## config.mk

```make
export PLATFORM = sky130hd
export DESIGN_NAME = xcorr_mac_scheduler
export DESIGN_NICKNAME = d
export VERILOG_FILES = /design/src/rtl/xcorr_mac_scheduler.sv
export SDC_FILE = /design/constraint.sdc
export NUM_CORES = 1
export LEC_CHECK = 0
export ABC_CLOCK_PERIOD_IN_PS = 7800
export CAP_MARGIN = 20
export CELL_PAD_IN_SITES_DETAIL_PLACEMENT = 0
export CELL_PAD_IN_SITES_GLOBAL_PLACEMENT = 1
export CORE_MARGIN = 5
export CORE_UTILIZATION = 44
export DETAILED_ROUTE_END_ITERATION = 8
export GPL_TIMING_DRIVEN = 0
export PLACE_DENSITY_LB_ADDON = 0.1
export SLEW_MARGIN = 10
export SYNTH_ARGS = -nofsm -noshare
export SYNTH_HDL_FRONTEND = slang
export SYNTH_SLANG_ARGS = --single-unit
export TNS_END_PERCENT = 10
```

## constraint.sdc

```tcl
create_clock -name clk -period 7.8 [get_ports clk]
set_input_delay 1.56 -clock clk [delete_from_list [all_inputs] [get_ports clk]]
set_output_delay 1.56 -clock clk [all_outputs]
set_load 0.02 [all_outputs]
```

## src/rtl/xcorr_mac_scheduler.sv

```systemverilog
// Sample-rate scheduler: strobe generation, one shared multiplier for a*b, a*a and b*b,
// and block accumulation with a valid/ready result port. Define XCORR_EXT_STB_EN for an external strobe.
module xcorr_mac_scheduler #(
    parameter int DW      = 22,
    parameter int CLK_DIV = 1000,
    parameter int LOG2_N  = 8,
    parameter int MUL_LAT = 3,
    parameter int ACC_W   = 2*DW + LOG2_N
) (
    input  logic              clk,
    input  logic              reset,
`ifdef XCORR_EXT_STB_EN
    input  logic              ext_stb,
`endif
    input  logic [DW-1:0]     sig_a,
    input  logic [DW-1:0]     sig_b,
    output logic              sample_stb,
    output logic [DW-1:0]     mul_a,
    output logic [DW-1:0]     mul_b,
    output logic              mul_vld,
    input  logic [2*DW-1:0]   mul_p,
    output logic [ACC_W-1:0]  acc_ab,
    output logic [ACC_W-1:0]  acc_aa,
    output logic [ACC_W-1:0]  acc_bb,
    output logic              res_valid,
    input  logic              res_ready,
    output logic              busy,
    output logic              overrun,
    output logic              missed
);

    typedef enum logic [2:0] {
        IDLE,
        ISS_AB,
        ISS_AA,
        ISS_BB,
        DRAIN
    } state_t;

    typedef enum logic [1:0] {
        TAG_NONE = 2'd0,
        TAG_AB   = 2'd1,
        TAG_AA   = 2'd2,
        TAG_BB   = 2'd3
    } tag_t;

    localparam int DRN_W = (MUL_LAT < 1) ? 1 : $clog2(MUL_LAT + 1);
    localparam logic [DRN_W-1:0] DRAIN_LAST = DRN_W'(MUL_LAT);

    state_t                  state_q, state_d;
    logic [DRN_W-1:0]        drainCnt_q, drainCnt_d;
    logic [DW-1:0]           sampleA_q, sampleB_q;
    logic [LOG2_N-1:0]       sampleCnt_q, sampleCnt_d;
    tag_t                    issueTag;
    tag_t                    retireTag;
    tag_t [MUL_LAT-1:0]      tagPipe_q, tagPipe_d;
    logic [ACC_W-1:0]        accAb_q, accAb_d;
    logic [ACC_W-1:0]        accAa_q, accAa_d;
    logic [ACC_W-1:0]        accBb_q, accBb_d;
    logic [ACC_W-1:0]        outAb_q, outAb_d;
    logic [ACC_W-1:0]        outAa_q, outAa_d;
    logic [ACC_W-1:0]        outBb_q, outBb_d;
    logic                    resValid_q, resValid_d;
    logic                    overrun_q, overrun_d;
    logic                    missed_q, missed_d;
    logic                    sampleDone;
    logic                    blockDone;
    logic [ACC_W-1:0]        prodExt;

`ifdef XCORR_EXT_STB_EN
    logic stb_q;

    always_ff @(posedge clk) begin
        if (reset) begin
            stb_q <= 1'b0;
        end else begin
            stb_q <= ext_stb;
        end
    end

    assign sample_stb = stb_q;
`else
    localparam int DIV_W = (CLK_DIV < 2) ? 1 : $clog2(CLK_DIV);
    localparam logic [DIV_W-1:0] DIV_LAST = DIV_W'(CLK_DIV - 1);

    logic [DIV_W-1:0] divCnt_q, divCnt_d;

    always_comb begin
        divCnt_d = divCnt_q + DIV_W'(1);
        if (divCnt_q == DIV_LAST) begin
            divCnt_d = '0;
        end
    end

    always_ff @(posedge clk) begin
        if (reset) begin
            divCnt_q <= '0;
        end else begin
            divCnt_q <= divCnt_d;
        end
    end

    assign sample_stb = (divCnt_q == DIV_LAST);
`endif

    // Issue sequencing: one operand pair per cycle, then hold off until the last product lands.
    always_comb begin
        state_d    = state_q;
        drainCnt_d = drainCnt_q;
        mul_vld    = 1'b0;
        mul_a      = '0;
        mul_b      = '0;
        issueTag   = TAG_NONE;
        sampleDone = 1'b0;
        case (state_q)
            IDLE: begin
                if (sample_stb) begin
                    state_d = ISS_AB;
                end
            end
            ISS_AB: begin
                mul_vld  = 1'b1;
                mul_a    = sampleA_q;
                mul_b    = sampleB_q;
                issueTag = TAG_AB;
                state_d  = ISS_AA;
            end
            ISS_AA: begin
                mul_vld  = 1'b1;
                mul_a    = sampleA_q;
                mul_b    = sampleA_q;
                issueTag = TAG_AA;
                state_d  = ISS_BB;
            end
            ISS_BB: begin
                mul_vld    = 1'b1;
                mul_a      = sampleB_q;
                mul_b      = sampleB_q;
                issueTag   = TAG_BB;
                drainCnt_d = '0;
                state_d    = DRAIN;
            end
            DRAIN: begin
                if (drainCnt_q == DRAIN_LAST) begin
                    sampleDone = 1'b1;
                    state_d    = IDLE;
                end else begin
                    drainCnt_d = drainCnt_q + DRN_W'(1);
                end
            end
            default: begin
                state_d = IDLE;
            end
        endcase
    end

    always_ff @(posedge clk) begin
        if (reset) begin
            state_q    <= IDLE;
            drainCnt_q <= '0;
        end else begin
            state_q    <= state_d;
            drainCnt_q <= drainCnt_d;
        end
    end

    always_ff @(posedge clk) begin
        if (reset) begin
            sampleA_q <= '0;
            sampleB_q <= '0;
        end else if (state_q == IDLE && sample_stb) begin
            sampleA_q <= sig_a;
            sampleB_q <= sig_b;
        end
    end

    // The tag travels alongside the multiplier pipeline so each product finds its accumulator.
    always_comb begin
        tagPipe_d[0] = issueTag;
        for (int i = 1; i < MUL_LAT; i++) begin
            tagPipe_d[i] = tagPipe_q[i-1];
        end
    end

    always_ff @(posedge clk) begin
        if (reset) begin
            tagPipe_q <= '{default: TAG_NONE};
        end else begin
            tagPipe_q <= tagPipe_d;
        end
    end

    assign retireTag = tagPipe_q[MUL_LAT-1];
    assign prodExt   = {{(ACC_W - 2*DW){mul_p[2*DW-1]}}, mul_p};

    always_comb begin
        sampleCnt_d = sampleCnt_q;
        if (sampleDone) begin
            sampleCnt_d = sampleCnt_q + LOG2_N'(1);
        end
    end

    assign blockDone = sampleDone && (&sampleCnt_q);

    always_comb begin
        accAb_d = accAb_q;
        accAa_d = accAa_q;
        accBb_d = accBb_q;
        case (retireTag)
            TAG_AB:  accAb_d = accAb_q + prodExt;
            TAG_AA:  accAa_d = accAa_q + prodExt;
            TAG_BB:  accBb_d = accBb_q + prodExt;
            default: ;
        endcase
        if (blockDone) begin
            accAb_d = '0;
            accAa_d = '0;
            accBb_d = '0;
        end
    end

    // A finished block always wins the output registers; overrun only when the old one was never taken.
    always_comb begin
        outAb_d    = outAb_q;
        outAa_d    = outAa_q;
        outBb_d    = outBb_q;
        resValid_d = resValid_q;
        overrun_d  = overrun_q;
        missed_d   = missed_q;
        if (blockDone) begin
            outAb_d    = accAb_q;
            outAa_d    = accAa_q;
            outBb_d    = accBb_q;
            resValid_d = 1'b1;
            if (resValid_q && !res_ready) begin
                overrun_d = 1'b1;
            end
        end else if (resValid_q && res_ready) begin
            resValid_d = 1'b0;
        end
        if (sample_stb && state_q != IDLE) begin
            missed_d = 1'b1;
        end
    end

    always_ff @(posedge clk) begin
        if (reset) begin
            sampleCnt_q <= '0;
            accAb_q     <= '0;
            accAa_q     <= '0;
            accBb_q     <= '0;
            outAb_q     <= '0;
            outAa_q     <= '0;
            outBb_q     <= '0;
            resValid_q  <= 1'b0;
            overrun_q   <= 1'b0;
            missed_q    <= 1'b0;
        end else begin
            sampleCnt_q <= sampleCnt_d;
            accAb_q     <= accAb_d;
            accAa_q     <= accAa_d;
            accBb_q     <= accBb_d;
            outAb_q     <= outAb_d;
            outAa_q     <= outAa_d;
            outBb_q     <= outBb_d;
            resValid_q  <= resValid_d;
            overrun_q   <= overrun_d;
            missed_q    <= missed_d;
        end
    end

    assign acc_ab    = outAb_q;
    assign acc_aa    = outAa_q;
    assign acc_bb    = outBb_q;
    assign res_valid = resValid_q;
    assign overrun   = overrun_q;
    assign missed    = missed_q;
    assign busy      = (state_q != IDLE);

endmodule
```

==> summary.txt <==
Syn Nets = 3,224
Synth Area per Inst = 7.582 sq um
Die ar. = 55,880 sq um
Crit. End Element = flop
Post-synth EDFFs = 0
Pint = 3.391 mW
Async S/R FF share, synth = 0
GR met2 Demand/Resource = 0.4407
clk root buf = clkbuf_16
Max Freq = 192.9 MHz
sequential power share = 0.442
HP Class = reg2reg
Final Skew = 0.02032 ns
NetSw = 1.102 mW
starting DRC count in detailed routing = 1,505
Worst Path Arrival = 5.64 ns
Gate Count Post-Synth = 2,974
Post-CTS Setup Inserts = 0
Resize count post-CTS = 0
max cap viols = 0
CP max stage cell = clkdlybuf4s50_1
met3 Use GR = 0.05635
first-pass GRT wire length = 122,500 um
Primary FF master, synth = dfxtp_1
Wirelength per Cell = 19.78 um
Placer Congestion = 0.9209
CTS Buf Count = 44
clock transition at the registers of the reported paths = 0.06 ns
synthesized area = 22,550 sq um
Synth top area share = 0.3445
Synth area leaders = dfxtp_1 34%, nand2_1 11%, a21oi_1 10%
via count = 22,680
R2R setup slack = 3.45 ns
Power Density = 161.0 nW/um^2
layout cell share with drive strength beyond 1 = 0.03551
number of synthesis warnings = 0
commonest non-fill, non-tap cell in the layout = nand2_1
Critical Path Max Stage Delay = 0.64 ns
final hold vios = 0
Max clock buf depth = 3
Post-Route WL = 79,730 um
busiest layer in global routing = met2
Max FO, Critical Path = 4
die width = 236.4 um
worst slew slack as a fraction of its limit = 0.2234
synthesis-to-layout area growth = 23.74%
hpwl dp = 62,280 um
leak pwr = 10.86 nW
DRC Markers = 0
initial antenna violation count = 2
I/O Buffers = 296
fin util = 0.5461
largest net degree at the start of global routing = 18
crit-path cells = clkdlybuf4s50_1 > ha_1 > fa_1 > a211oi_1 > o21ai_1 > a21oi_1 > o21a_1 > o311ai_1 > a221o_1 > a21boi_0 > nor3_1 > mux2i_1 > nand3_1
Sum Neg Setup Slack = 0 ns
layout net count = 3,568
register area share after synthesis = 0.3445
number of top-level pins = 297
GR Util All Layers = 0.2715
max-slew violations = 0
Hold-fix buffers, CTS = 0
fillcell total = 4,987
combinational share of power = 0.071
most frequent cells in the layout = 689 x nand2_1, 463 x a21oi_1, 388 x dfxtp_1
Die Y = 236.4 um
RSZ-0062 raised after global routing = no
CP Class = in2reg
Peak VDD IR = 0.1551 mV
CTS tree = built
DRT antenna net count = 0
Via density = 5.627
CP Launch Type = input pin
grt ovf = 0
clock sink total = 388
Clk pwr share = 0.487
Starting Density = 0.4413
CP Data Required Time = 8.25 ns
H-Tree Depth = 2
top cell type by total area after synthesis = dfxtp_1
min cycle time layout = 5.184 ns
Tcrit/Tclk final = 0.6647
status = finished, final reports clean
Core ar. = 51,090 sq um
net switching fraction of the power = 0.2452
drt pass-1 iters = 6
Worst-Margin Slew = 1.165 ns
Placement Rows = 83
clk_lat worst skew = 0.58 ns
synthesized flop and latch total = 388
ANT cells = 0
grt met1 use = 0.3564
Synth cell types = 74
vias in the first global route = 22,050
final setup vio count = 0
==> layer usage <==
layer,vias to the layer above,share of wire
met5,-,0.00016
met4,2,0.041
met3,147,0.071
met2,681,0.45
met1,10700,0.44
li1,11150,-
==> cells in the mapped netlist (4+ instances only) <==
library cell	instances
a2111oi_0	4
a211oi_1	25
a21boi_0	8
a21o_1	108
a21oi_1	463
a221oi_1	5
a22o_1	44
a31o_2	5
a31oi_1	28
a41oi_1	5
and2_1	16
and3_1	28
and4_1	4
buf_1	16
buf_2	11
clkbuf_1	161
dfxtp_1	388
ha_1	156
inv_1	30
mux2i_1	12
nand2_1	689
nand2b_1	14
nand3_1	96
nand3b_1	5
nand4_1	34
nor2_1	145
nor2b_1	24
nor3_1	41
nor3b_1	9
nor4_1	4
o2111ai_1	4
o211ai_1	7
o21a_1	26
o21ai_0	101
o21ai_1	12
o21bai_1	23
o31a_1	4
o31ai_1	11
or2_2	6
or3_1	16
or4_1	4
xnor2_1	81
xor2_1	52
==> worst paths after layout <==
| kind | from | end | depth (start not counted) |
|---|---|---|---|
| setup / recovery | mul_p[0] | accAb_q[46] | 13 |
| hold / removal | tagPipe_d[3] | tagPipe_d[5] | 1 |
| setup reg to reg | state_q[1] | accAb_q[6] | 12 |
| hold reg to reg | tagPipe_d[3] | tagPipe_d[5] | 1 |
==> cell type report <==
class | count | area, sq um | share of cell area
plain buffers | 190 | 732.0 | 0.02623
multi-input cells | 2366 | 13940 | 0.4996
inverters | 30 | 112.6 | 0.004036
well taps | 680 | 850.8 | 0.03049
clock buffers | 58 | 1245 | 0.04462
repair buffers | 298 | 2993 | 0.1073
flip-flops and latches | 388 | 7767 | 0.2784
clock inverters | 21 | 262.8 | 0.009417
==> cells by family after synthesis <==
kind of cell,after synthesis,share of synthesized area
buffers and inverters,220,0.03734
muxes,12,0.005327
AOI/OAI and AO/OA,922,0.2531
xor gates and xnor gates,133,0.05166
adders and majority gates,159,0.08922
DFF,388,0.3445
and+or+nand+nor,1140,0.2188
==> power groups by stage <==
stage	Clock, mW	Sequential (mW)	Combinational (mW)
global route	2.31	1.98	0.346
floorplan	0	2.03	0.175
global placement	0	2.03	0.310
finish	2.19	1.98	0.319
CTS	2.23	1.98	0.314
detailed placement	0	2.03	0.313
==> sequential cells by signal, summed over array words and instances, names as in the netlist <==
register and flops:
accAa_q 52, overrun 1, acc_ab 52, acc_bb 52, divCnt_q 10, state_q 3, missed 1, sampleCnt_q 8
sampleB_q 22, acc_aa 52, retireTag 2, sampleA_q 22, accBb_q 52, res_valid 1, tagPipe_d 4, accAb_q 52
drainCnt_q 2
==> metrics by stage <==
stage          hold slack [ns]  instances  area [sq um]  power [mW]  worst slack [ns]
6_report                0.4413       4031         27900       4.493             2.616
5_1_grt                 0.4522       4031         27900       4.638             2.299
4_1_cts                 0.4409       4031         27900       4.524             2.721
3_5_place_dp            0.4260       3952         26400       2.341             2.121
3_3_place_gp            0.4253       3950         26360       2.337             2.091
2_1_floorplan           0.4138       2974         22550       2.202             3.566
==> critical path: cells and delay by family <==
kind / cells / cell delay [ns]
muxes: 1 / 0.20
AOI/OAI and AO/OA: 7 / 2.15
buffers and inverters: 1 / 0.64
adders and majority gates: 2 / 0.81
and+or+nand+nor: 2 / 0.25
(Power assumes the default switching activity.)
